**src/rtl/pll_sim_divider.sv**
```systemverilog
// One output channel: wrap-at-divide counter plus registered clock output.
module pll_sim_divider #(
  parameter int unsigned CNT_W = 8
) (
  input  logic             clk,
  input  logic             rst,
  input  logic             load,
  input  logic             run,
  input  logic [CNT_W-1:0] div,
  input  logic [CNT_W-1:0] high,
  input  logic [CNT_W-1:0] start,
  output logic             clkout
);

  localparam logic [CNT_W-1:0] ONE = CNT_W'(1);

  logic [CNT_W-1:0] cnt;
  logic [CNT_W-1:0] cnt_n;

  // Next counter value; wrap is explicit at div-1, never natural overflow.
  always_comb begin
    cnt_n = '0;
    if (load) begin
      cnt_n = start;
    end else if (run) begin
      cnt_n = (cnt == div - ONE) ? '0 : cnt + ONE;
    end
  end

  // Counter and output update together so the output tracks the new count.
  always_ff @(posedge clk or posedge rst) begin
    if (rst) begin
      cnt    <= '0;
      clkout <= 1'b0;
    end else begin
      cnt    <= cnt_n;
      clkout <= (load || run) && (cnt_n < high);
    end
  end

endmodule

```
**config.mk**
```make
export PLATFORM = sky130hd
export DESIGN_NAME = pll_sim_divider
export DESIGN_NICKNAME = d
export VERILOG_FILES = /design/src/rtl/pll_sim_divider.sv
export SDC_FILE = /design/constraint.sdc
export NUM_CORES = 1
export LEC_CHECK = 0
export ABC_AREA = 1
export CAP_MARGIN = 20
export CELL_PAD_IN_SITES_DETAIL_PLACEMENT = 0
export CELL_PAD_IN_SITES_GLOBAL_PLACEMENT = 1
export CORE_ASPECT_RATIO = 2
export CORE_UTILIZATION = 31
export DETAILED_ROUTE_END_ITERATION = 12
export PLACE_DENSITY_LB_ADDON = 0.1
export SYNTH_ARGS = -nofsm -noshare
export SYNTH_HDL_FRONTEND = slang
export SYNTH_SLANG_ARGS = --single-unit
```
**constraint.sdc**
```tcl
create_clock -name clk -period 2.5 [get_ports clk]
set_input_delay 0.5 -clock clk [delete_from_list [all_inputs] [get_ports clk]]
set_output_delay 0.5 -clock clk [all_outputs]
set_load 0.05 [all_outputs]
```
-- Yosys cells after proc, flatten, opt, wreduce, memory -nomap -nowiden
Cells that the tools add are included.
- output and inout bits: 1
- logic and storage cells: 11
- input port bits: 28
- register bits: 9
- muxes and demuxes: 3
- reductions and logical operators: 2
- equal/unequal tests: 1
- magnitude comparators: 1
- $add $sub $neg: 2
- operator list (cell ; count):
    8-bit two-way mux ; 3
    8-bit by 1-bit adder with 8-bit output, second input constant ; 1
    8-bit == test ; 1
    8-bit less-than comparator ; 1
    8-bit by 1-bit subtractor with 8-bit output, second input constant ; 1
    1-bit logical AND ; 1
    1-bit logical OR ; 1

-- Logic depth before layout (Yosys ltp)
Gate-level depths: netlist of the first run.
- depth after elaboration: 7
- gate-level depth with buffers: 19
- mapped depth without buffers: 19

-- Worst setup path before layout of the first run
No wires, ideal clock.
- path kind: input to register
- from: in div[0]
- to: reg clkout
- stages: 18
- library setup time: 0.073 ns
- slack: 0.159 ns
- arrival: 2.268 ns
- buffers on the path: 0
- required time: 2.427 ns
- path through: inv_1 ha_1 inv_1 nand2_1 nand2_1 nand2_1 nor2_1 nand3_1 nor2_2 nand2_2 nand2_1 o21ai_0 ha_1 nand2_1 inv_1 nand3_1 o2111ai_1 a21oi_2
- longest elaborated chain between the ends: 7
- ends and longest elaborated chain (element ; line ; source):
    from (decl) ; 9 ; input logic [CNT_W-1:0] div,
    8-bit by 1-bit subtractor with 8-bit output ; 26 ; cnt_n = (cnt == div - ONE) ? '0 : cnt + ONE;
    8-bit == test ; 26 ;
    8-bit two-way mux ; 26 ;
    8-bit two-way mux ; 25 ; end else if (run) begin
    8-bit two-way mux ; 23 ; if (load) begin
    named net cnt_n[7] ; 18 ; logic [CNT_W-1:0] cnt_n;
    8-bit less-than comparator ; 37 ; clkout <= (load || run) && (cnt_n < high);
    1-bit logical AND ; 37 ;
    to (signal assigned) ; 37 ;
    to (decl) ; 12 ; output logic clkout
The timed path passes the listed nets, and every way through them passes these cells.

-- Worst setup path after layout of the first run
Same ends and word-level chain as after synthesis.

==> reports/results.tsv, run 1 <==
stage	metric	value	unit
outcome	status	complete, no violations	
sta	skew	0.000587	ns
worst_setup_path	crit_slowest_cell	a32o_2	
power	vdd_drop_max	288	uV
sta	finalCritPeriodShare	0.930	
floorplanning	core-area	2980	um^2
sta	period_needed	2.33	ns
worst_hold_path	hold_class	input port to async pin	
route	antenna_left	0	
sta	relSlewSlack	0.672	
global_routing	gr-max-usage-layer	met2	
floorplanning	initial_core_util	0.325	
worst_setup_path	arrival	2.44	ns
global_routing	grtUsageMet1	0.131	
final_layout	layout_common_cells	nand2_1 (49), inv_1 (26), clkdlybuf4s50_1 (21)	
power	powerDensity	364	nW/um^2
synth	netlist_instances	155	
worst_setup_path	worstPathMaxFanout	3	
final_layout	area_growth	58.5	%
floorplanning	die-width	41.5	um
job	drv_cap	0	
cts	holdBufCountCts	0	
cts	clock_tree.htree_level_count	1	
global_routing	grt_pass1_wl	4190	um
worst_setup_path	reg2reg_depth	12	
sta	holdWs	0.537	ns
global_routing	grt_antenna_before_repair	0	
power	p_leak	0.786	nW
final_layout	mostFrequentLayoutCell	nand2_1	
cts	insertion_delay	0.23	ns
synth	yosysUniqueCellTypes	20	
sta	fmax	430	MHz
synth	syn_area	968	um^2
final_layout	final_cells	224	
global_routing	grt_start_max_net_pins	10	
synth	mappedNetlistNets	192	
global_routing	met2_usage	0.363	
synth	yosysWarnings	0	
worst_setup_path	worst-path-stages	18	
cts	numCtsBuffers	3	
worst_setup_path	start_kind	input port	
sta	hold_viol	0	
worst_setup_path	cp_cell_sequence	dlygate4sd2_1, inv_2, ha_4, inv_1, nand2_1, nand2_1, nand2_1, nor2_1, nand3_2, nor2_2, nand2_2, a32o_2, ha_4, nand2_1, nand2_1, nand2_1, nand2_2, a21oi_2	
route	wl	2660	um
worst_setup_path	crit_type	input port to flip-flop	
floorplanning	row_count	28	
worst_setup_path	cp_top_family	simple AND/OR/NAND/NOR gates	
final_layout	drive_above_1_share	0.232	
placement	hpwl	2230	um
floorplanning	die_h	81.0	um
route	drtIter0Drc	16	
route	vias	1040	
synth	yosys-top-cells-area	dfrtp_1 (23%), nand2_1 (21%), ha_1 (12%), inv_1 (11%), nor2_1 (5.4%)	
worst_setup_path	path_common_cell	nand2_1	
placement	place_area	1350	um^2
sta	finalSetupTns	0	ns
floorplanning	ioPinCount	29	
sta	finalSetupViolations	0	
synth	synth-seq-cells	9	
cts	cts_tree	yes	
global_routing	grt_overflow	0	
sta	tightestPinTransition	0.491	ns
cts	cts-root-buf	clkbuf_8	
synth	avgSynthCellArea	6.25	um^2
cts	post_cts_buffers	0	
worst_setup_path	endpoint_kind	flip-flop	
cts	clock-sinks	9	
final_layout	antenna_cells	0	
sta	final-max-slew-violation-count	0	
final_layout	stdcell_area	1540	um^2
cts	path_clk_slew	0.05	ns
worst_setup_path	slowest_delay	0.28	ns
synth	yosysSeqAreaShare	0.233	
final_layout	final_util	0.516	
final_layout	nets	232	
route	dr.pass1.iters	4	
global_routing	grt_pass1_vias	1047	
synth	synth_top_area_share	0.233	
floorplanning	die_area	3360	um^2
route	drc	0	
worst_setup_path	critical_path_required	2.61	ns
global_routing	grtUsageMet3	0.0178	
placement	gp_congestion	0.773	
worst_setup_path	critPathBufInv	3	
route	via_per_inst	4.64	
global_routing	grtUsageTotal	0.161	
synth	synth_area_leader_cell	dfrtp_1	
route	wl_per_cell	11.9	um
placement	placed_cells	220	
cts	clk_path_buf_depth	2	
placement	port_buffers	28	
## metal layers
metal,vias up,part of all wire
met5,-,0
met4,0,0.0075
met3,2,0.023
met2,19,0.65
met1,463,0.32
li1,556,-
## Yosys cell counts
library cell	count
a21oi_1	3
a21oi_2	1
a32o_1	1
clkbuf_1	1
clkbuf_2	1
dfrtp_1	9
ha_1	9
inv_1	28
nand2_1	54
nand2_2	3
nand3_1	8
nand3_2	2
nand3b_1	2
nand4_1	1
nor2_1	14
nor2_2	3
o2111ai_1	1
o21ai_0	6
xnor2_1	2
xor2_1	6
## path summary, 6_finish.rpt
kind / start / end / slack, ns
worst min register to register: cnt[2]$_DFF_PP0_ / cnt[2]$_DFF_PP0_ / 0.70
max in group asynchronous: rst / cnt[1]$_DFF_PP0_ / 1.70
worst max register to register: cnt[2]$_DFF_PP0_ / clkout$_DFF_PP0_ / 0.43
worst min-delay path: rst / clkout$_DFF_PP0_ / 0.54
min in group clk: cnt[2]$_DFF_PP0_ / cnt[2]$_DFF_PP0_ / 0.70
worst max-delay path: div[0] / clkout$_DFF_PP0_ / 0.17
## through the flow
stage / worst slack (ns) / power (mW)
CTS: 0.00144 / 0.536
global placement: -0.442 / 0.361
floorplan: 0.159 / 0.277
finish: 0.174 / 0.558
detailed placement: -0.546 / 0.363
global route: -0.00420 / 0.597
## timing repair
action	CTS	global route
gates resized for setup	17	25
pin swaps	5	18
hold endpoints to repair	0	0
endpoints found under the setup margin	1	1
## sequential cells by signal (all words and copies together), names as in the netlist
register / count
clkout: 1
cnt: 8
## final cells by class
class / count / area [um^2]
clock buffers: 4 / 45.0
fillers: 297 / 1440
inverters: 28 / 105
multi-input cells: 116 / 771
flip-flops and latches: 9 / 225
well taps: 30 / 37.5
repair buffers: 37 / 352
## logic make-up after synthesis
family                   synth area share
XOR/XNOR                           0.0724
adder cells (fa/ha/maj)             0.116
AND/OR/NAND/NOR                     0.386
AO/OA/AOI/OAI                      0.0749
flip-flops                          0.233
buffers and inverters               0.118
## power by group
part | internal (mW) | switching (mW)
logic | 0.107 | 0.110
registers | 0.159 | 0.0146
clock network | 0.111 | 0.0571
Note: power is estimated with default switching activity, not from simulation.
==> inputs of run 2 (changes only) <==
--- a/config.mk
+++ b/config.mk
@@ -10,7 +10,7 @@
 export CELL_PAD_IN_SITES_DETAIL_PLACEMENT = 0
 export CELL_PAD_IN_SITES_GLOBAL_PLACEMENT = 1
 export CORE_ASPECT_RATIO = 2
-export CORE_UTILIZATION = 31
+export CORE_UTILIZATION = 30
 export DETAILED_ROUTE_END_ITERATION = 12
 export PLACE_DENSITY_LB_ADDON = 0.1
 export SYNTH_ARGS = -nofsm -noshare
==> run 2 against run 1 <==
Wire length is 4.1% lower. Sequential share of layout area is 0.096 points higher. Sequential cell count stayed put. Via count is 0.77% higher. Clock skew is 0.0059 ns higher. Final cell count is 0.89% higher. Final area is 0.65% lower. Global-route usage hardly changed. Total power is 0.62% lower. Register-to-register slack worse by 0.03 ns. Hold slack worse by 0.0085 ns. Critical path type unchanged.
==> reports/results.tsv, run 2 (same netlist as run 1, synthesis figures left out) <==
stage	metric	value	unit	change
final_layout	regArea	225	um^2	unchanged
final_layout	layout_common_cells	nand2_1 (48), inv_1 (25), clkdlybuf4s50_1 (21)		
global_routing	grt_pass1_vias	1095		+4.6%
worst_setup_path	cp_top_family	simple AND/OR/NAND/NOR gates		
sta	relSlewSlack	0.663		-0.00904
sta	period_needed	2.32	ns	-0.00327 ns
worst_setup_path	critical_path_required	2.62	ns	about the same
final_layout	nets	234		+0.86%
sta	tightestPinTransition	0.504	ns	+0.0135 ns
route	met3_length	74	um	+23%
final_layout	area_growth	57.5	%	
worst_setup_path	crit_slowest_cell	ha_1		
cts	cts-root-buf	clkbuf_8		
floorplanning	die_area	3470	um^2	+3.2%
placement	hpwl	2150	um	-3.6%
sta	final-max-slew-violation-count	0		unchanged
route	route.met2.wl	1620	um	-5.8%
global_routing	grt_overflow	0		unchanged
power	vdd_drop_max	293	uV	+1.8%
worst_setup_path	critPathBufInv	4		+1
cts	path_clk_slew	0.05	ns	about the same
cts	clk_path_buf_depth	2		unchanged
route	wl	2550	um	-4.1%
final_layout	drive_above_1_share	0.250		+0.0180
route	wl_per_cell	11.3	um	-5.0%
worst_setup_path	slowest_delay	0.30	ns	+0.02 ns
route	dr.pass1.iters	4		unchanged
job	drv_cap	0		unchanged
cts	clock-sinks	9		unchanged
power	powerDensity	364	nW/um^2	about the same
floorplanning	initial_core_util	0.321		-0.00378
power	p_leak	0.796	nW	+1.2%
cts	numCtsBuffers	3		unchanged
placement	port_buffers	28		unchanged
worst_setup_path	start_kind	input port		
cts	cts_tree	yes		
worst_setup_path	path_common_cell	nand2_1		
final_layout	top_register	cnt		
sta	finalSetupViolations	0		unchanged
power	totalPowerFinal	0.555	mW	-0.62%
route	drtIter0Drc	27		+11
sta	finalCritPeriodShare	0.929		-0.00131
outcome	status	complete, no violations		
worst_setup_path	r2r_setup_slack	0.40	ns	-0.03 ns
sta	skew	0.00651	ns	+0.00593 ns
worst_setup_path	worstPathMaxFanout	6		+3
floorplanning	core-area	3010	um^2	+1.2%
route	drc	0		unchanged
route	antenna_left	0		unchanged
global_routing	grtUsageTotal	0.161		+0.000173
cts	clock_tree.htree_level_count	1		unchanged
worst_setup_path	endpoint_kind	flip-flop		
worst_setup_path	arrival	2.44	ns	about the same
global_routing	grt_pass1_wl	4270	um	+2.0%
worst_setup_path	cp_cell_sequence	clkdlybuf4s15_1, inv_2, ha_4, buf_4, nand3_1, nand2_1, nand2_1, nand2_1, nand2_1, nor2_2, nand2_2, nand2_4, o21ai_2, ha_1, nand2_2, buf_4, nor2_1, a21oi_2		
final_layout	multi_input_area	747	um^2	-3.1%
final_layout	mostFrequentLayoutCell	nand2_1		
worst_hold_path	hold_class	input port to async pin		
sta	finalSetupTns	0	ns	unchanged
route	vias	1048		+0.77%
floorplanning	ioPinCount	29		unchanged
floorplanning	die_h	82.4	um	+1.6%
global_routing	grt_antenna_before_repair	0		unchanged
final_layout	antenna_cells	0		unchanged
final_layout	top_regs	cnt (8), clkout (1)		
final_layout	fillers	332		+12%
placement	gp_congestion	0.782		+1.2%
cts	holdBufCountCts	0		unchanged
final_layout	stdcell_area	1530	um^2	-0.65%
placement	place_area	1340	um^2	-0.56%
global_routing	grt_start_max_net_pins	10		unchanged
floorplanning	row_count	28		unchanged
route	wl_met1	831	um	-3.0%
cts	insertion_delay	0.23	ns	about the same
final_layout	largest_register_ff_count	8		unchanged
worst_setup_path	crit_type	input port to flip-flop		
sta	hold_viol	0		unchanged
route	highest_layer	met4		
route	via_per_inst	4.64		-0.12%
sta	fmax	430	MHz	+0.14%
floorplanning	die-width	42.2	um	+1.6%
-- run 2: final timing paths --
kind,start,end,depth (start not counted)
max reg2reg,cnt[2]$_DFF_PP0_,clkout$_DFF_PP0_,11
min reg2reg,cnt[2]$_DFF_PP0_,cnt[2]$_DFF_PP0_,2
max in group asynchronous,rst,cnt[0]$_DFF_PP0_,2
min,rst,cnt[2]$_DFF_PP0_,2
max,div[0],clkout$_DFF_PP0_,18
min in group clk,cnt[2]$_DFF_PP0_,cnt[2]$_DFF_PP0_,2
-- run 2: stage by stage --
step	utilization	cells	setup WS [ns]	hold WS, ns
floorplan	-	155	0.159	0.328
global placement	0.444	219	-0.460	0.724
detailed placement	0.444	219	-0.543	0.721
CTS	0.470	223	0.0214	0.543
global route	0.506	226	-0.0275	0.580
finish	0.506	226	0.177	0.529
-- run 2: report_power, final --
group          switching, mW  internal, mW
Sequential            0.0137         0.159
Clock                 0.0559         0.108
Combinational          0.109         0.109
-- run 2: area by class of cell --
cell class                      instances  area share
Clock buffer                            3      0.0271
Clock inverter                          1     0.00328
Inverter                               28      0.0689
Multi-Input combinational cell        116       0.490
Timing Repair Buffer                   39       0.239
Sequential cell                         9       0.148
Tap cell                               30      0.0246
-- run 2: layer usage --
layer  global-route usage  vias to the layer above
met5                    0                        -
met4               0.0656                        0
met3               0.0217                        2
met2                0.345                       18
met1                0.142                      470
li1                     -                      558
-- run 2: timing repair --
item	CTS	global route
pin swaps	4	15
buffers inserted	0	3
hold endpoints to repair	0	0
endpoints found under the setup margin	1	1
resized for setup	19	23
-- run 2: worst reg2reg max path, stage by stage, from the launching register on --
cell	delay, ns
dfrtp_1	0.41
nand2_1	0.07
nor2_1	0.16
nand3_1	0.15
nand3b_1	0.20
xor2_1	0.25
o21ai_4	0.11
ha_4	0.28
nand2_2	0.05
buf_4	0.13
nor2_1	0.12
a21oi_2	0.06
==> inputs of run 3 (changes only) <==
--- a/config.mk
+++ b/config.mk
@@ -6,13 +6,14 @@
 export NUM_CORES = 1
 export LEC_CHECK = 0
 export ABC_AREA = 1
-export CAP_MARGIN = 20
+export CAP_MARGIN = 25
 export CELL_PAD_IN_SITES_DETAIL_PLACEMENT = 0
 export CELL_PAD_IN_SITES_GLOBAL_PLACEMENT = 1
 export CORE_ASPECT_RATIO = 2
-export CORE_UTILIZATION = 30
+export CORE_UTILIZATION = 31
 export DETAILED_ROUTE_END_ITERATION = 12
 export PLACE_DENSITY_LB_ADDON = 0.1
+export RECOVER_POWER = 100
 export SYNTH_ARGS = -nofsm -noshare
 export SYNTH_HDL_FRONTEND = slang
 export SYNTH_SLANG_ARGS = --single-unit
==> run 3 against run 2 <==
Largest power group unchanged. Hold slack improved by 0.15 ns. Combinational power is essentially flat. Global-route usage is essentially flat. Final cell count shrank 0.88%. Critical path depth did not move. Highest routed layer unchanged. Clock power rose by 2%. Critical endpoint unchanged. Total power up 0.57%. Sequential cell count is the same. Core utilization rose by 0.93 points. Wire length increased by 4.3%. Via count fell by 0.76%.
==> reports/results.tsv, run 3 (same netlist as run 1, synthesis figures left out) <==
stage	metric	value	unit	change
sta	hold_viol	0		unchanged
cts	clk_path_buf_depth	2		unchanged
final_layout	mostFrequentLayoutCell	nand2_1		
worst_setup_path	worstPathMaxFanout	3		-3
cts	holdBufCountCts	0		unchanged
sta	finalCritPeriodShare	0.930		+0.00131
final_layout	area_growth	58.5	%	
final_layout	top_regs	cnt (8), clkout (1)		
sta	final-max-slew-violation-count	0		unchanged
power	p_switching	0.181	mW	+1.5%
cts	numCtsBuffers	3		unchanged
global_routing	grt_overflow	0		unchanged
final_layout	fillers	297		-11%
cts	clock_tree.htree_level_count	1		unchanged
job	drv_cap	0		unchanged
sta	holdWs	0.675	ns	+0.146 ns
final_layout	layout_common_cells	nand2_1 (49), inv_1 (26), clkdlybuf4s50_1 (20)		
cts	post_cts_buffers	0		unchanged
outcome	status	complete, no violations		
sta	fin_ws	0.174	ns	-0.00327 ns
final_layout	antenna_cells	0		unchanged
placement	gp_congestion	0.773		-1.2%
global_routing	grt_antenna_before_repair	0		unchanged
cts	path_clk_slew	0.05	ns	about the same
floorplanning	core-area	2980	um^2	-1.2%
cts	clock-sinks	9		unchanged
cts	cts_tree	yes		
route	drc	0		unchanged
power	seq_power_share	0.311		about the same
final_layout	final_cells	224		-0.88%
route	antenna_left	0		unchanged
floorplanning	die_area	3360	um^2	-3.1%
floorplanning	row_count	28		unchanged
power	clkPwrFrac	0.302		+0.006
worst_setup_path	path_common_cell	nand2_1		
cts	insertion_delay	0.23	ns	about the same
sta	finalSetupViolations	0		unchanged
route	wl	2660	um	+4.3%
worst_setup_path	crit_type	input port to flip-flop		
final_layout	drive_above_1_share	0.232		-0.0180
sta	skew	0.000587	ns	-0.00593 ns
global_routing	grt_start_max_net_pins	10		unchanged
floorplanning	ioPinCount	29		unchanged
final_layout	nets	232		-0.85%
cts	cts-root-buf	clkbuf_8		
route	vias	1040		-0.76%
power	powerDensity	364	nW/um^2	about the same
placement	dpl_worst_slack	-0.546	ns	-0.00304 ns
placement	hpwl	2230	um	+3.7%
power	swShare	0.325		+0.00286
worst_setup_path	cp_top_family	simple AND/OR/NAND/NOR gates		
placement	placed_cells	220		+0.46%
floorplanning	die_h	81.0	um	-1.6%
power	p_leak	0.787	nW	-1.1%
route	via_per_inst	4.64		+0.12%
global_routing	grt_pass1_wl	4190	um	-1.9%
sta	relSlewSlack	0.672		+0.00904
global_routing	grt_pass1_vias	1047		-4.4%
worst_setup_path	endpoint_kind	flip-flop		
worst_setup_path	slowest_delay	0.28	ns	-0.02 ns
final_layout	largest_register_ff_count	8		unchanged
global_routing	grtUsageTotal	0.161		-0.000173
route	dr.pass1.iters	4		unchanged
final_layout	top_register	cnt		
sta	tightestPinTransition	0.491	ns	-0.0135 ns
power	comb_power_share	0.387		-0.006
placement	port_buffers	28		unchanged
route	wl_per_cell	11.9	um	+5.2%
route	drtIter0Drc	16		-41%
floorplanning	die-width	41.5	um	-1.6%
worst_setup_path	start_kind	input port		
worst_setup_path	arrival	2.44	ns	about the same
final_layout	final_util	0.516		+0.00932
worst_setup_path	critical_path_required	2.61	ns	about the same
worst_setup_path	crit_slowest_cell	a32o_2		
power	p_int	0.377	mW	+0.15%
power	vdd_drop_max	288	uV	-1.8%
floorplanning	initial_core_util	0.325		+0.00378
worst_hold_path	hold_class	input port to async pin		
worst_setup_path	critPathBufInv	3		-1
sta	period_needed	2.33	ns	+0.00327 ns
worst_setup_path	cp_cell_sequence	dlygate4sd2_1, inv_2, ha_4, inv_1, nand2_1, nand2_1, nand2_1, nor2_1, nand3_2, nor2_2, nand2_2, a32o_2, ha_4, nand2_1, nand2_1, nand2_1, nand2_2, a21oi_2		
sta	fmax	430	MHz	-0.14%
==> run 3: cell count changes in the layout (fill, tap and decap cells not counted), sizes merged <==
cell	previous run	this run
clkdlybuf4s50	21	20
clkdlybuf4s15	2	1
clkbuf	3	4
buf	11	9
clkinv	1	0
dlygate4sd2	3	4
dlygate4sd3	0	1
==> run 3: worst paths after layout <==
kind	slack (ns)	depth (start not counted)	endpoint	from
max	0.17	18	clkout$_DFF_PP0_	div[0]
min	0.67	2	clkout$_DFF_PP0_	rst
max reg2reg	0.43	12	clkout$_DFF_PP0_	cnt[2]$_DFF_PP0_
min reg2reg	0.70	2	cnt[2]$_DFF_PP0_	cnt[2]$_DFF_PP0_
max in group asynchronous	1.57	2	cnt[1]$_DFF_PP0_	rst
min in group clk	0.70	2	cnt[2]$_DFF_PP0_	cnt[2]$_DFF_PP0_
==> run 3: routing by layer <==
layer | GRT usage | share of wire | routed length [um] | up-vias
met5 | 0 | 0 | 0 | -
met4 | 0.0581 | 0.0075 | 20 | 0
met3 | 0.0178 | 0.023 | 60 | 2
met2 | 0.363 | 0.65 | 1720 | 19
met1 | 0.131 | 0.32 | 857 | 463
li1 | - | - | - | 556
==> run 3: through the flow <==
| step | TNS, ns | cell area [um^2] | power, mW |
|---|---|---|---|
| after floorplan | 0 | 968 | 0.277 |
| after global placement | -0.442 | 1350 | 0.361 |
| after detailed placement | -0.546 | 1350 | 0.363 |
| after CTS | 0 | 1420 | 0.536 |
| after global routing | -0.00420 | 1540 | 0.597 |
| final | 0 | 1540 | 0.558 |
==> run 3: final cells by class <==
| cell class | instances | area, um^2 | share of cell area |
|---|---|---|---|
| tap | 30 | 37.5 | 0.0244 |
| multi-input combinational | 116 | 771 | 0.502 |
| sequential | 9 | 225 | 0.147 |
| timing repair buffer | 37 | 352 | 0.229 |
| clock buffer | 4 | 45.0 | 0.0293 |
| inverter | 28 | 105 | 0.0685 |
==> run 3: repair_timing <==
| action | CTS | global route |
|---|---|---|
| cloned | 0 | 0 |
| resized for setup | 17 | 25 |
| pin swaps | 5 | 18 |
| setup endpoints to repair | 1 | 1 |
==> run 3: power groups by stage <==
stage	logic, mW	clock network (mW)	registers (mW)
finish	0.216	0.168	0.174
global route	0.241	0.180	0.176
CTS	0.194	0.168	0.174
detailed placement	0.188	0	0.176
global placement	0.185	0	0.175
floorplan	0.0982	0	0.178
